$ cat src/rtl/iddr_deser_if.sv
// Bus bundle for iddr_deser: DDR data, enable and bitslip in; edge samples and
// the packed word out.
interface iddr_deser_if #(
  parameter int unsigned WIDTH = 1,
  parameter int unsigned RATIO = 2
);
  logic                       CE;
  logic [WIDTH-1:0]           D;
  logic                       slip_i;
  logic [WIDTH-1:0]           Q1;
  logic [WIDTH-1:0]           Q2;
  logic [2*WIDTH*RATIO-1:0]   data_o;
  logic                       valid_o;

  modport master (
    output CE, D, slip_i,
    input  Q1, Q2, data_o, valid_o
  );

  modport slave (
    input  CE, D, slip_i,
    output Q1, Q2, data_o, valid_o
  );
endinterface

$ cat src/rtl/iddr_deser.sv
// Input-DDR capture with selectable Q1/Q2 presentation and a bitslip-aligned
// gearbox packing RATIO edge pairs per output word.
module iddr_deser #(
  parameter int unsigned WIDTH        = 1,
  parameter int unsigned RATIO        = 2,
  parameter string       DDR_CLK_EDGE = "SAME_EDGE_PIPELINED"
) (
  input logic          C,
  input logic          R,
  iddr_deser_if.slave  bus_io
);

  localparam int unsigned WordW = 2 * WIDTH * RATIO;
  localparam int unsigned PairW = 2 * WIDTH;
  localparam int unsigned CntW  = (RATIO > 1) ? $clog2(RATIO) : 1;
  localparam bit          IsOpp  = (DDR_CLK_EDGE == "OPPOSITE_EDGE");
  localparam bit          IsPipe = (DDR_CLK_EDGE == "SAME_EDGE_PIPELINED");

  logic [WIDTH-1:0] rise_q, rise_d;
  logic [WIDTH-1:0] fall_q;
  logic [WIDTH-1:0] fall_dly_q, fall_dly_d;
  logic [WIDTH-1:0] q1_q, q1_d;
  logic [WIDTH-1:0] q2_q, q2_d;
  logic             primed_q, primed_d;
  logic             phase_q, phase_d;
  logic [WIDTH-1:0] pair_first_q, pair_first_d;
  logic [WIDTH-1:0] pair_second_q, pair_second_d;
  logic             pair_vld_q, pair_vld_d;
  logic [CntW-1:0]  cnt_q, cnt_d;
  logic [WordW-1:0] acc_q, acc_d;
  logic [WordW-1:0] data_q, data_d;
  logic             valid_q, valid_d;

  logic [WordW-1:0] word_next;
  int unsigned      slot_base;

  // Falling-edge capture domain.
  always_ff @(negedge C) begin
    if (R) begin
      fall_q <= '0;
    end else if (bus_io.CE) begin
      fall_q <= bus_io.D;
    end
  end

  always_comb begin
    rise_d        = rise_q;
    fall_dly_d    = fall_dly_q;
    q1_d          = q1_q;
    q2_d          = q2_q;
    primed_d      = primed_q;
    phase_d       = phase_q;
    pair_first_d  = pair_first_q;
    pair_second_d = pair_second_q;
    pair_vld_d    = pair_vld_q;
    cnt_d         = cnt_q;
    acc_d         = acc_q;
    data_d        = data_q;
    valid_d       = 1'b0;
    slot_base     = 32'(cnt_q) * PairW;
    word_next     = acc_q;
    word_next[slot_base +: PairW] = {pair_second_q, pair_first_q};

    if (bus_io.CE) begin
      rise_d     = bus_io.D;
      fall_dly_d = fall_q;
      q1_d       = rise_q;
      q2_d       = fall_q;
      primed_d   = 1'b1;

      // rise_q/fall_q hold r(k-1)/f(k-1) here; fall_dly_q holds f(k-2).
      pair_first_d  = phase_q ? fall_dly_q : rise_q;
      pair_second_d = phase_q ? rise_q     : fall_q;
      // Pair built right after reset comes from cleared registers, not data.
      pair_vld_d    = primed_q & ~bus_io.slip_i;

      if (bus_io.slip_i) begin
        phase_d = ~phase_q;
        cnt_d   = '0;
      end else if (pair_vld_q) begin
        if (cnt_q == CntW'(RATIO - 1)) begin
          data_d  = word_next;
          valid_d = 1'b1;
          cnt_d   = '0;
        end else begin
          acc_d = word_next;
          cnt_d = cnt_q + CntW'(1);
        end
      end
    end
  end

  always_ff @(posedge C) begin
    if (R) begin
      rise_q        <= '0;
      fall_dly_q    <= '0;
      q1_q          <= '0;
      q2_q          <= '0;
      primed_q      <= 1'b0;
      phase_q       <= 1'b0;
      pair_first_q  <= '0;
      pair_second_q <= '0;
      pair_vld_q    <= 1'b0;
      cnt_q         <= '0;
      acc_q         <= '0;
      data_q        <= '0;
      valid_q       <= 1'b0;
    end else begin
      rise_q        <= rise_d;
      fall_dly_q    <= fall_dly_d;
      q1_q          <= q1_d;
      q2_q          <= q2_d;
      primed_q      <= primed_d;
      phase_q       <= phase_d;
      pair_first_q  <= pair_first_d;
      pair_second_q <= pair_second_d;
      pair_vld_q    <= pair_vld_d;
      cnt_q         <= cnt_d;
      acc_q         <= acc_d;
      data_q        <= data_d;
      valid_q       <= valid_d;
    end
  end

  assign bus_io.Q1      = IsPipe ? q1_q : rise_q;
  assign bus_io.Q2      = IsOpp ? fall_q : q2_q;
  assign bus_io.data_o  = data_q;
  assign bus_io.valid_o = valid_q;

endmodule

$ cat src/flat_wrapper.sv
// flat-port wrapper written by rule: the top's interface ports become plain ports
module iddr_deser_flat 
#(
  parameter int unsigned WIDTH        = 1,
  parameter int unsigned RATIO        = 2,
  parameter string       DDR_CLK_EDGE = "                   "
)
  (C, R, bus_io_CE, bus_io_D, bus_io_slip_i, bus_io_Q1, bus_io_Q2, bus_io_data_o, bus_io_valid_o);
  iddr_deser_if #(.WIDTH(WIDTH), .RATIO(RATIO)) bus_io_i ();
  input logic C;
  input logic R;
  input wire logic [$bits(bus_io_i.CE)-1:0] bus_io_CE;
  input wire logic [$bits(bus_io_i.D)-1:0] bus_io_D;
  input wire logic [$bits(bus_io_i.slip_i)-1:0] bus_io_slip_i;
  output wire logic [$bits(bus_io_i.Q1)-1:0] bus_io_Q1;
  output wire logic [$bits(bus_io_i.Q2)-1:0] bus_io_Q2;
  output wire logic [$bits(bus_io_i.data_o)-1:0] bus_io_data_o;
  output wire logic [$bits(bus_io_i.valid_o)-1:0] bus_io_valid_o;
  assign bus_io_i.CE = bus_io_CE;
  assign bus_io_i.D = bus_io_D;
  assign bus_io_i.slip_i = bus_io_slip_i;
  assign bus_io_Q1 = bus_io_i.Q1;
  assign bus_io_Q2 = bus_io_i.Q2;
  assign bus_io_data_o = bus_io_i.data_o;
  assign bus_io_valid_o = bus_io_i.valid_o;
  iddr_deser #(.WIDTH(WIDTH), .RATIO(RATIO), .DDR_CLK_EDGE(DDR_CLK_EDGE)) u_core (.C(C), .R(R), .bus_io(bus_io_i));
endmodule
$ cat config.mk
export PLATFORM = sky130hd
export DESIGN_NAME = iddr_deser_flat
export DESIGN_NICKNAME = d
export VERILOG_FILES = /design/src/rtl/iddr_deser_if.sv /design/src/rtl/iddr_deser.sv /design/src/flat_wrapper.sv
export SDC_FILE = /design/constraint.sdc
export NUM_CORES = 1
export LEC_CHECK = 0
export CAP_MARGIN = 20
export CELL_PAD_IN_SITES_DETAIL_PLACEMENT = 2
export CELL_PAD_IN_SITES_GLOBAL_PLACEMENT = 2
export CORE_MARGIN = 2
export CORE_UTILIZATION = 30
export DETAILED_ROUTE_END_ITERATION = 8
export GPL_TIMING_DRIVEN = 1
export HOLD_SLACK_MARGIN = 0.02
export PLACE_DENSITY = 0.75
export SYNTH_ARGS = -nofsm -noshare
export SYNTH_HDL_FRONTEND = slang
export SYNTH_SLANG_ARGS = --single-unit
$ cat constraint.sdc
create_clock -name C -period 1.1 [get_ports C]
set_input_delay 0.22 -clock C [delete_from_list [all_inputs] [get_ports C]]
set_output_delay 0.22 -clock C [all_outputs]
set_load 0.01 [all_outputs]
==> impl_metrics.json, run 1 <==
{
  "globalRouteOverflowTotal": 0,
  "violations": "negative setup slack",
  "diode_insertion_count_for_antenna_repair": 0,
  "detail_routed_net_length_per_standard_cell_um": 13.79,
  "area_growth_syn_to_layout_pct": 40.04,
  "insertion_delay_ns": 0.35,
  "track_usage_pct": 13.27,
  "slew_at_the_pin_closest_to_its_max_slew_limit_ns": 0.2264,
  "cts_buffers": 3,
  "dr_total_vias": 510,
  "slew_violations": 0,
  "hold_path_class": "in2reg",
  "dr_wl_met3_um": 58,
  "worstReg2RegStart": "u_core.fall_q$_SDFFE_NP0P_",
  "core_area_um2": 2002,
  "hp-start": "R",
  "wirelength_um": 1531,
  "port_buffers": 11,
  "synth_nets": 67,
  "die_height_um": 50.44,
  "number_of_global_route_vias_before_repair": 568,
  "tritoncts": "yes",
  "post_route_cells_drive_above_1_share_pct": 36.90,
  "placement_rows": 16,
  "place.gp.congestion": 0.6454,
  "design.final.nets": 90,
  "dp_slack_ns": -0.4762,
  "initialDrtViolationCount": 3,
  "cts_root_buf": "sky130_fd_sc_hd__clkbuf_4",
  "cell_area_after_layout_um2": 905.9,
  "wire_length_of_the_first_global_routing_pass_um": 2477,
  "synth_warn": 0,
  "initial_utilization_pct": 32.31,
  "dp.cells": 103,
  "finalHoldViolCount": 0,
  "synth.ff_latch_count": 16,
  "required_ns": 1.29,
  "hpwl_after_dpl_um": 973.3,
  "die_w_um": 50.44,
  "crit_path_max_fanout": 3,
  "powerDensity_nw_per_um2": 1181,
  "run_status": "complete, but fails checks",
  "finalWorstSetupSlack_ns": -0.1765,
  "reg2reg_to": "u_core.pair_second_q$_SDFFE_PP0P_",
  "design_power_total_mw": 1.070,
  "start_to_end_type_of_the_worst_setup_path": "reg2reg",
  "setup_viol": 2,
  "reg2regPathDepth": 2,
  "worst_clock_skew_ns": 0.05823,
  "critPathArrivalTime_ns": 1.46,
  "cts_htree_levels": 1,
  "post_synth.cell_area_avg_um2": 10.43,
  "layout.cells.non_filler": 111,
  "wl_met2_um": 736,
  "tritoncts_num_sinks": 16,
  "peakVddDrop_v": 0.0006586,
  "final_antenna_net_count": 0,
  "vias_per_cell": 4.595,
  "firstDrtPassIters": 2,
  "endpoint_class_of_the_critical_path": "flop",
  "ios": 12,
  "leakage_power_of_the_design_nw": 0.3790,
  "maxCapViolations": 0,
  "highest-signal-layer": "met4",
  "post_synth_num_cell_types": 18,
  "initial_antenna_violation_count": 0,
  "postSynthCellCount": 62,
  "max-clock-path-buffers": 2,
  "synth.cell_area_um2": 646.9,
  "worst_setup_path_start_kind": "flop",
  "timing.max_slew.rel_slack_pct": 84.83,
  "holdBufCountCts": 0,
  "worstHoldPathCells": 3,
  "clk_pin_slew_ns": 0.09,
  "placement.cell_area_um2": 823.3,
  "pin_count_of_the_biggest_net_entering_global_routing": 19,
  "min_to": "u_core.pair_second_q$_SDFFE_PP0P_",
  "die_area_um2": 2544,
  "setup.reg_to_reg.worst_slack_ns": -0.18,
  "m1WireLength_um": 711,
  "fin_tns_setup_ns": -0.2847,
  "grt_setup_unrepaired": "yes",
  "synth-seq-area-share_pct": 49.52,
  "drc_errors": 0
}
==> cell usage in the layout, fill, tap and decap left out, drive strengths merged, types with 2 or more instances in the layout <==
| cell type | n |
|---|---|
| dfxtp | 16 |
| buf | 12 |
| nand2b | 11 |
| mux2i | 9 |
| nor2 | 6 |
| clkbuf | 6 |
| a21oi | 4 |
| clkdlybuf4s15 | 3 |
| nand3b | 2 |
| a211oi | 2 |
| dlygate4sd2 | 2 |
==> worst max-delay path: stages (launching register included) <==
cell                       delay [ns]
sky130_fd_sc_hd__dfxtp_2         0.32
sky130_fd_sc_hd__mux2i_1         0.16
sky130_fd_sc_hd__a211oi_2        0.09
==> routing by layer <==
layer / GRT usage [%] / vias to the layer above
met4: 6.757 / 0
met5: 0 / -
met1: 15.90 / 240
met2: 21.71 / 11
li1: - / 256
met3: 3.571 / 3
==> logic make-up (layout without fill, tap and decap cells) <==
group                  Yosys count  count (layout)  share of synthesized area [%]
multiplexers                     9               9                          13.93
flip-flops                      16              16                          49.52
AO/OA/AOI/OAI                    9               9                          10.64
buffers and inverters            4              26                          3.288
AND/OR/NAND/NOR                 24              24                          22.63
==> per-stage QoR <==
step                      hold slack [ns]  utilization, %
after floorplan                    0.3825               -
after global placement             0.4476           41.13
after detailed placement           0.4690           41.13
after CTS                          0.4368           45.00
after global routing               0.4008           45.25
final                              0.3891           45.25
==> cell type report <==
| type | instances | area (um^2) |
|---|---|---|
| Tap cell | 27 | 33.78 |
| Clock inverter | 1 | 3.754 |
| Timing Repair Buffer | 21 | 188.9 |
| Multi-Input combinational cell | 42 | 325.3 |
| Sequential cell | 16 | 327.8 |
| Clock buffer | 4 | 26.28 |
| Fill cell | 218 | 1096 |
==> synth_stat cells <==
master / instances / area (um^2)
sky130_fd_sc_hd__nand4bb_1: 1 / 11.26
sky130_fd_sc_hd__buf_2: 2 / 10.01
sky130_fd_sc_hd__o21ai_0: 1 / 5.000
sky130_fd_sc_hd__nor2b_1: 1 / 6.260
sky130_fd_sc_hd__and4b_1: 1 / 10.01
sky130_fd_sc_hd__nand3b_1: 2 / 15.01
sky130_fd_sc_hd__o2bb2ai_1: 1 / 8.760
sky130_fd_sc_hd__a211oi_2: 2 / 25.02
sky130_fd_sc_hd__nand2_1: 1 / 3.750
sky130_fd_sc_hd__inv_1: 1 / 3.750
sky130_fd_sc_hd__nor2_1: 6 / 22.52
sky130_fd_sc_hd__a21oi_1: 4 / 20.02
sky130_fd_sc_hd__dfxtp_1: 16 / 320.3
sky130_fd_sc_hd__nand2b_1: 11 / 68.82
sky130_fd_sc_hd__buf_4: 1 / 7.510
sky130_fd_sc_hd__a21bo_2: 1 / 10.01
sky130_fd_sc_hd__nand4b_1: 1 / 8.760
sky130_fd_sc_hd__mux2i_1: 9 / 90.09
==> report_power, final <==
group | internal, mW | switching [mW]
Combinational | 0.0657 | 0.0516
Clock | 0.146 | 0.198
Sequential | 0.597 | 0.0122
==> sequential cells by signal, indices dropped and copies added (netlist names) <==
signal	cells
u_core.acc_q	2
u_core.bus_io.Q1	1
u_core.bus_io.data_o	4
u_core.bus_io.valid_o	1
u_core.cnt_q	1
u_core.fall_dly_q	1
u_core.fall_q	1
u_core.pair_first_q	1
u_core.pair_second_q	1
u_core.pair_vld_q	1
u_core.phase_q	1
u_core.primed_q	1
==> worst max path at each step <==
stage,slack [ns],start,to
finish,-0.18,u_core.fall_q$_SDFFE_NP0P_,u_core.pair_second_q$_SDFFE_PP0P_
global route,-0.24,u_core.fall_q$_SDFFE_NP0P_,u_core.pair_second_q$_SDFFE_PP0P_
CTS,-0.18,u_core.fall_q$_SDFFE_NP0P_,u_core.pair_second_q$_SDFFE_PP0P_
detailed placement,-0.48,bus_io_CE,u_core.fall_q$_SDFFE_NP0P_
global placement,-0.45,bus_io_CE,u_core.fall_q$_SDFFE_NP0P_
floorplan,-0.09,u_core.fall_q$_SDFFE_NP0P_,u_core.pair_second_q$_SDFFE_PP0P_
==> timing repair <==
action | CTS | global route
setup endpoints to repair | 17 | 11
buffers inserted | 2 | 2
pin swaps | 1 | 0
resized for setup | 23 | 11
No activity file was read; power rests on OpenSTA's default activity.
==> run 2: changes to the inputs <==
==> constraint.sdc (replaced) <==
create_clock -name C -period 1.1 [get_ports C]
set_input_delay 0.33 -clock C [delete_from_list [all_inputs] [get_ports C]]
set_output_delay 0.33 -clock C [all_outputs]
set_load 0.01 [all_outputs]
==> run 2 against run 1 <==
The run still ends with negative setup slack left. Register-to-register slack got worse by 0.06 ns. Non-clock buffer count unchanged. Via count increased by 3.3%. Wire length rose by 0.52%. Final cell count unchanged. Sequential cell count unchanged. Hold slack improved by 0.048 ns. Die area stayed put. Largest power group unchanged.
==> impl_metrics.json, run 2 (synthesis results as in run 1) <==
{
  "run_status": "complete, but fails checks",
  "violations": "negative setup slack",
  "grt_setup_unrepaired": "yes",
  "crit_path_max_fanout": 3,
  "wirelength_um": 1539,
  "design_power_total_mw": 1.049,
  "layout.cells.most_common": "sky130_fd_sc_hd__nand2b_1",
  "finalHoldViolCount": 0,
  "detail_routed_net_length_per_standard_cell_um": 13.86,
  "worst_clock_skew_ns": 0.05242,
  "largest_register_ffs": 4,
  "tritoncts": "yes",
  "start_to_end_type_of_the_worst_setup_path": "reg2reg",
  "ios": 12,
  "clk_pin_slew_ns": 0.10,
  "firstDrtPassIters": 2,
  "place.gp.congestion": 0.6995,
  "required_ns": 1.27,
  "endpoint_class_of_the_critical_path": "flop",
  "globalRouteOverflowTotal": 0,
  "diode_insertion_count_for_antenna_repair": 0,
  "core_area_um2": 2002,
  "cts_root_buf": "sky130_fd_sc_hd__clkbuf_4",
  "slew_at_the_pin_closest_to_its_max_slew_limit_ns": 0.2322,
  "worst_setup_path_start_kind": "flop",
  "reg2reg_to": "u_core.pair_second_q$_SDFFE_PP0P_",
  "peakVddDrop_v": 0.0006836,
  "critPathArrivalTime_ns": 1.51,
  "final_antenna_net_count": 0,
  "clock_power_share_pct": 31.9,
  "die_area_um2": 2544,
  "leakage_power_of_the_design_nw": 0.3769,
  "sw_frac_of_total_pct": 23.95,
  "holdBufCountCts": 0,
  "pin_count_of_the_biggest_net_entering_global_routing": 19,
  "cts_htree_levels": 1,
  "reg2regPathDepth": 2,
  "track_usage_pct": 13.52,
  "post_route_cells_drive_above_1_share_pct": 40.48,
  "dp_slack_ns": -0.6460,
  "worstHoldPathCells": 4,
  "p_int_mw": 0.7979,
  "hold_path_class": "in2reg",
  "timing.max_slew.rel_slack_pct": 84.44,
  "setup.reg_to_reg.worst_slack_ns": -0.24,
  "insertion_delay_ns": 0.33,
  "filler_cell_count": 218,
  "initial_antenna_violation_count": 0,
  "design.final.nets": 90,
  "max-clock-path-buffers": 2,
  "placement_rows": 16,
  "port_buffers": 11,
  "dr_total_vias": 527,
  "tritoncts_num_sinks": 16,
  "vias_per_cell": 4.748,
  "power.switching_mw": 0.2513,
  "area_growth_syn_to_layout_pct": 36.75,
  "slew_violations": 0,
  "maxCapViolations": 0,
  "die_w_um": 50.44,
  "die_height_um": 50.44,
  "initialDrtViolationCount": 2,
  "p_comb_share_pct": 9.9,
  "number_of_global_route_vias_before_repair": 564,
  "min_to": "u_core.bus_io.Q1$_SDFFE_PP0P_",
  "worstReg2RegStart": "u_core.fall_q$_SDFFE_NP0P_",
  "cts_buffers": 3,
  "share_seq_of_total_power_pct": 58.2,
  "wire_length_of_the_first_global_routing_pass_um": 2532,
  "powerDensity_nw_per_um2": 1186,
  "most_frequent_cells_in_the_layout": "11 x sky130_fd_sc_hd__nand2b_1, 9 x sky130_fd_sc_hd__buf_4, 9 x sky130_fd_sc_hd__dfxtp_1",
  "drc_errors": 0,
  "hpwl_after_dpl_um": 1060,
  "initial_utilization_pct": 32.31,
  "timing.critical_path.from": "u_core.fall_q$_SDFFE_NP0P_",
  "setup_viol": 2,
  "hp-start": "bus_io_CE",
  "finalWorstSetupSlack_ns": -0.2372
}
[run 2: worst max-delay path by stage]
stage	endpoint	slack [ns]	depth (start not counted)
floorplan	u_core.fall_q$_SDFFE_NP0P_	-0.15	3
global placement	u_core.fall_q$_SDFFE_NP0P_	-0.60	3
detailed placement	u_core.fall_q$_SDFFE_NP0P_	-0.65	3
CTS	u_core.pair_second_q$_SDFFE_PP0P_	-0.24	2
global route	u_core.pair_second_q$_SDFFE_PP0P_	-0.24	2
finish	u_core.pair_second_q$_SDFFE_PP0P_	-0.24	2
[run 2: stage by stage]
stage / instances / instance area, um^2 / util, % / TNS (ns) / hold WS, ns
5_1_grt: 111 / 884.6 / 44.19 / -0.4165 / 0.4357
3_5_place_dp: 106 / 847.1 / 42.31 / -6.935 / 0.4675
3_3_place_gp: 106 / 847.1 / 42.31 / -6.028 / 0.4461
4_1_cts: 111 / 853.3 / 42.63 / -0.4322 / 0.4772
6_report: 111 / 884.6 / 44.19 / -0.3474 / 0.4369
2_1_floorplan: 62 / 669.4 / - / -0.2970 / 0.4345
[run 2: layout make-up]
class	instances	area, um^2	share of cell area, %
Sequential cell	16	329.1	37.20
Multi-Input combinational cell	42	315.3	35.64
Timing Repair Buffer	21	176.4	19.94
Tap cell	27	33.78	3.819
Clock buffer	4	26.28	2.970
Clock inverter	1	3.754	0.4243
[run 2: repair_timing]
action,CTS,global route
setup buffers,1,0
resized for setup,40,8
pin swaps,3,1
gates cloned,0,0
hold endpoints to repair,0,0
setup endpoints to repair,18,9
[run 2: power groups by stage]
| stage | Combinational [mW] | Clock, mW | Sequential, mW |
|---|---|---|---|
| after global placement | 0.106 | 0.0114 | 0.620 |
| after floorplan | 0.0626 | 0.0114 | 0.620 |
| after CTS | 0.104 | 0.347 | 0.611 |
| after detailed placement | 0.109 | 0.0114 | 0.621 |
| after global routing | 0.114 | 0.389 | 0.614 |
| final | 0.104 | 0.334 | 0.611 |
[run 2: routing by layer]
metal / wire length, um / up-vias / track usage (%) / part of all wire [%]
met5: 0 / - / 0 / 0
met1: 584 / 262 / 14.76 / 38
met3: 57 / 2 / 2.976 / 3.7
met4: 13 / 0 / 5.405 / 0.84
met2: 884 / 8 / 25.00 / 57
li1: - / 255 / - / -
[run 2: worst max-delay path, stage by stage, from the launching register on]
cell and delay (ns):
sky130_fd_sc_hd__dfxtp_2 0.33, sky130_fd_sc_hd__mux2i_2 0.20, sky130_fd_sc_hd__a211oi_2 0.10
==> run 3: changes to the inputs <==
--- a/config.mk
+++ b/config.mk
@@ -14,6 +14,7 @@
 export GPL_TIMING_DRIVEN = 1
 export HOLD_SLACK_MARGIN = 0.02
 export PLACE_DENSITY = 0.75
+export SKIP_CTS_REPAIR_TIMING = 1
 export SYNTH_ARGS = -nofsm -noshare
 export SYNTH_HDL_FRONTEND = slang
 export SYNTH_SLANG_ARGS = --single-unit
==> run 3 against run 2 <==
The run still ends with negative setup slack left. Critical path depth stayed put. Clock power hardly changed. Total power is 0.54% higher. Count of clock-buffer cells in the layout stayed put.
==> impl_metrics.json, run 3 (synthesis results as in run 1) <==
{
  "run_status": "complete, but fails checks",
  "violations": "negative setup slack",
  "endpoint_class_of_the_critical_path": "flop",
  "clk_pin_slew_ns": 0.10,
  "core_area_um2": 2002,
  "crit_path_max_fanout": 3,
  "die_height_um": 50.44,
  "slew_at_the_pin_closest_to_its_max_slew_limit_ns": 0.2346,
  "finalWorstSetupSlack_ns": -0.2369,
  "worstReg2RegStart": "u_core.fall_q$_SDFFE_NP0P_",
  "die_w_um": 50.44,
  "die_area_um2": 2544,
  "wirelength_um": 1597,
  "dr_total_vias": 528,
  "cp_slowest_cell": "sky130_fd_sc_hd__dfxtp_2",
  "critical-path-max-stage-delay_ns": 0.33,
  "final_antenna_net_count": 0,
  "post_route_cells_drive_above_1_share_pct": 40.00,
  "final-seq-area_um2": 329.1,
  "timing.critical_path.from": "u_core.fall_q$_SDFFE_NP0P_",
  "tritoncts_num_sinks": 16,
  "critPathCapture": "u_core.pair_second_q$_SDFFE_PP0P_",
  "initialDrtViolationCount": 5,
  "detail_routed_net_length_per_standard_cell_um": 14.26,
  "hold_path_class": "in2reg",
  "max-clock-path-buffers": 2,
  "multiInputGateArea_um2": 315.3,
  "global_route.usage.met3_pct": 3.274,
  "dp.cells": 106,
  "design.final.nets": 91,
  "fin_tns_setup_ns": -0.3445,
  "hp-start": "bus_io_D",
  "worst_clock_skew_ns": 0.05001,
  "cts_htree_levels": 1,
  "firstDrtPassIters": 2,
  "vias_per_cell": 4.714,
  "area_growth_syn_to_layout_pct": 41.20,
  "start_to_end_type_of_the_worst_setup_path": "reg2reg",
  "tritoncts": "yes",
  "layout.cells.non_filler": 112,
  "layer_carrying_the_most_global_route_usage": "met2",
  "peakVddDrop_v": 0.0006875,
  "slew_violations": 0,
  "reg2regPathDepth": 2,
  "globalRouteOverflowTotal": 0,
  "critPathArrivalTime_ns": 1.51,
  "wire_length_of_the_first_global_routing_pass_um": 2511,
  "drc_errors": 0,
  "critical_path.cell_chain": "mux2i_2 -> a211oi_2",
  "initial_utilization_pct": 32.31,
  "port_buffers": 11,
  "placement_rows": 16,
  "setup.reg_to_reg.worst_slack_ns": -0.24,
  "grt_setup_unrepaired": "yes",
  "number_of_global_route_vias_before_repair": 573,
  "leakage_power_of_the_design_nw": 0.4134,
  "insertion_delay_ns": 0.33,
  "cts_root_buf": "sky130_fd_sc_hd__clkbuf_4",
  "worst_setup_path_start_kind": "flop",
  "cts_buffers": 3,
  "hpwl_after_dpl_um": 1060,
  "ios": 12,
  "timing.max_slew.rel_slack_pct": 84.28,
  "met1_usage_pct": 14.02,
  "track_usage_pct": 13.39,
  "initial_antenna_violation_count": 0,
  "diode_insertion_count_for_antenna_repair": 0,
  "grt_use_met2_pct": 25.22,
  "most_frequent_cells_in_the_layout": "11 x sky130_fd_sc_hd__nand2b_1, 11 x sky130_fd_sc_hd__buf_4, 9 x sky130_fd_sc_hd__dfxtp_1",
  "required_ns": 1.27,
  "filler_cell_count": 218,
  "setup_viol": 2,
  "reg2reg_to": "u_core.pair_second_q$_SDFFE_PP0P_",
  "pin_count_of_the_biggest_net_entering_global_routing": 19,
  "largest_register_ffs": 4,
  "finalHoldViolCount": 0,
  "place.gp.congestion": 0.6995,
  "maxCapViolations": 0,
  "powerDensity_nw_per_um2": 1155
}
==> run 3: changes by cell type in the layout (fill, tap and decap cells not counted) <==
| cell | before | now |
|---|---|---|
| sky130_fd_sc_hd__buf_4 | 9 | 11 |
| sky130_fd_sc_hd__dlymetal6s2s_1 | 0 | 4 |
| sky130_fd_sc_hd__dlygate4sd2_1 | 3 | 0 |
| sky130_fd_sc_hd__buf_2 | 2 | 0 |
==> run 3: where the power goes <==
part / total (mW) / internal [mW] / switching (mW)
logic: 0.109 / 0.0608 / 0.0485
clock network: 0.334 / 0.145 / 0.189
registers: 0.611 / 0.597 / 0.0147
==> run 3: final cells by class <==
class                           count  share of cell area [%]
Multi-Input combinational cell     42                   34.52
Clock buffer                        4                   2.877
Sequential cell                    16                   36.03
Tap cell                           27                   3.699
Timing Repair Buffer               22                   22.47
Clock inverter                      1                  0.4110
==> run 3: how the worst min path moves through the flow <==
stage | end | slack, ns | depth (start not counted)
final | u_core.bus_io.Q1$_SDFFE_PP0P_ | 0.44 | 4
after global routing | u_core.bus_io.Q1$_SDFFE_PP0P_ | 0.44 | 4
after CTS | u_core.bus_io.data_o[1]$_SDFFE_PP0P_ | 0.48 | 2
after detailed placement | u_core.primed_q$_SDFFE_PP0P_ | 0.47 | 2
after global placement | u_core.primed_q$_SDFFE_PP0P_ | 0.45 | 2
after floorplan | u_core.primed_q$_SDFFE_PP0P_ | 0.43 | 2
==> run 3: through the flow <==
| step | hold slack, ns | total power, mW | utilization (%) | cell area, um^2 | setup WS, ns |
|---|---|---|---|---|---|
| after global placement | 0.4461 | 0.7373 | 42.31 | 847.1 | -0.6039 |
| after detailed placement | 0.4675 | 0.7416 | 42.31 | 847.1 | -0.6460 |
| after global routing | 0.4412 | 1.122 | 45.63 | 913.4 | -0.2396 |
| final | 0.4434 | 1.055 | 45.63 | 913.4 | -0.2369 |
| after floorplan | 0.4345 | 0.6941 | - | 669.4 | -0.1517 |
| after CTS | 0.4841 | 1.067 | 43.63 | 873.3 | -0.4185 |
==> run 3: per-layer routing <==
| metal | routed length, um | up-vias | share of wire, % |
|---|---|---|---|
| met3 | 60 | 2 | 3.8 |
| met4 | 13 | 0 | 0.81 |
| met5 | 0 | - | 0 |
| met2 | 889 | 8 | 56 |
| li1 | - | 257 | - |
| met1 | 634 | 261 | 40 |
==> run 3: critical path, delay by kind of cell (launching register included) <==
| family | cells | cell delay, ns |
|---|---|---|
| flip-flops | 1 | 0.33 |
| multiplexers | 1 | 0.20 |
| AO/OA/AOI/OAI | 1 | 0.10 |
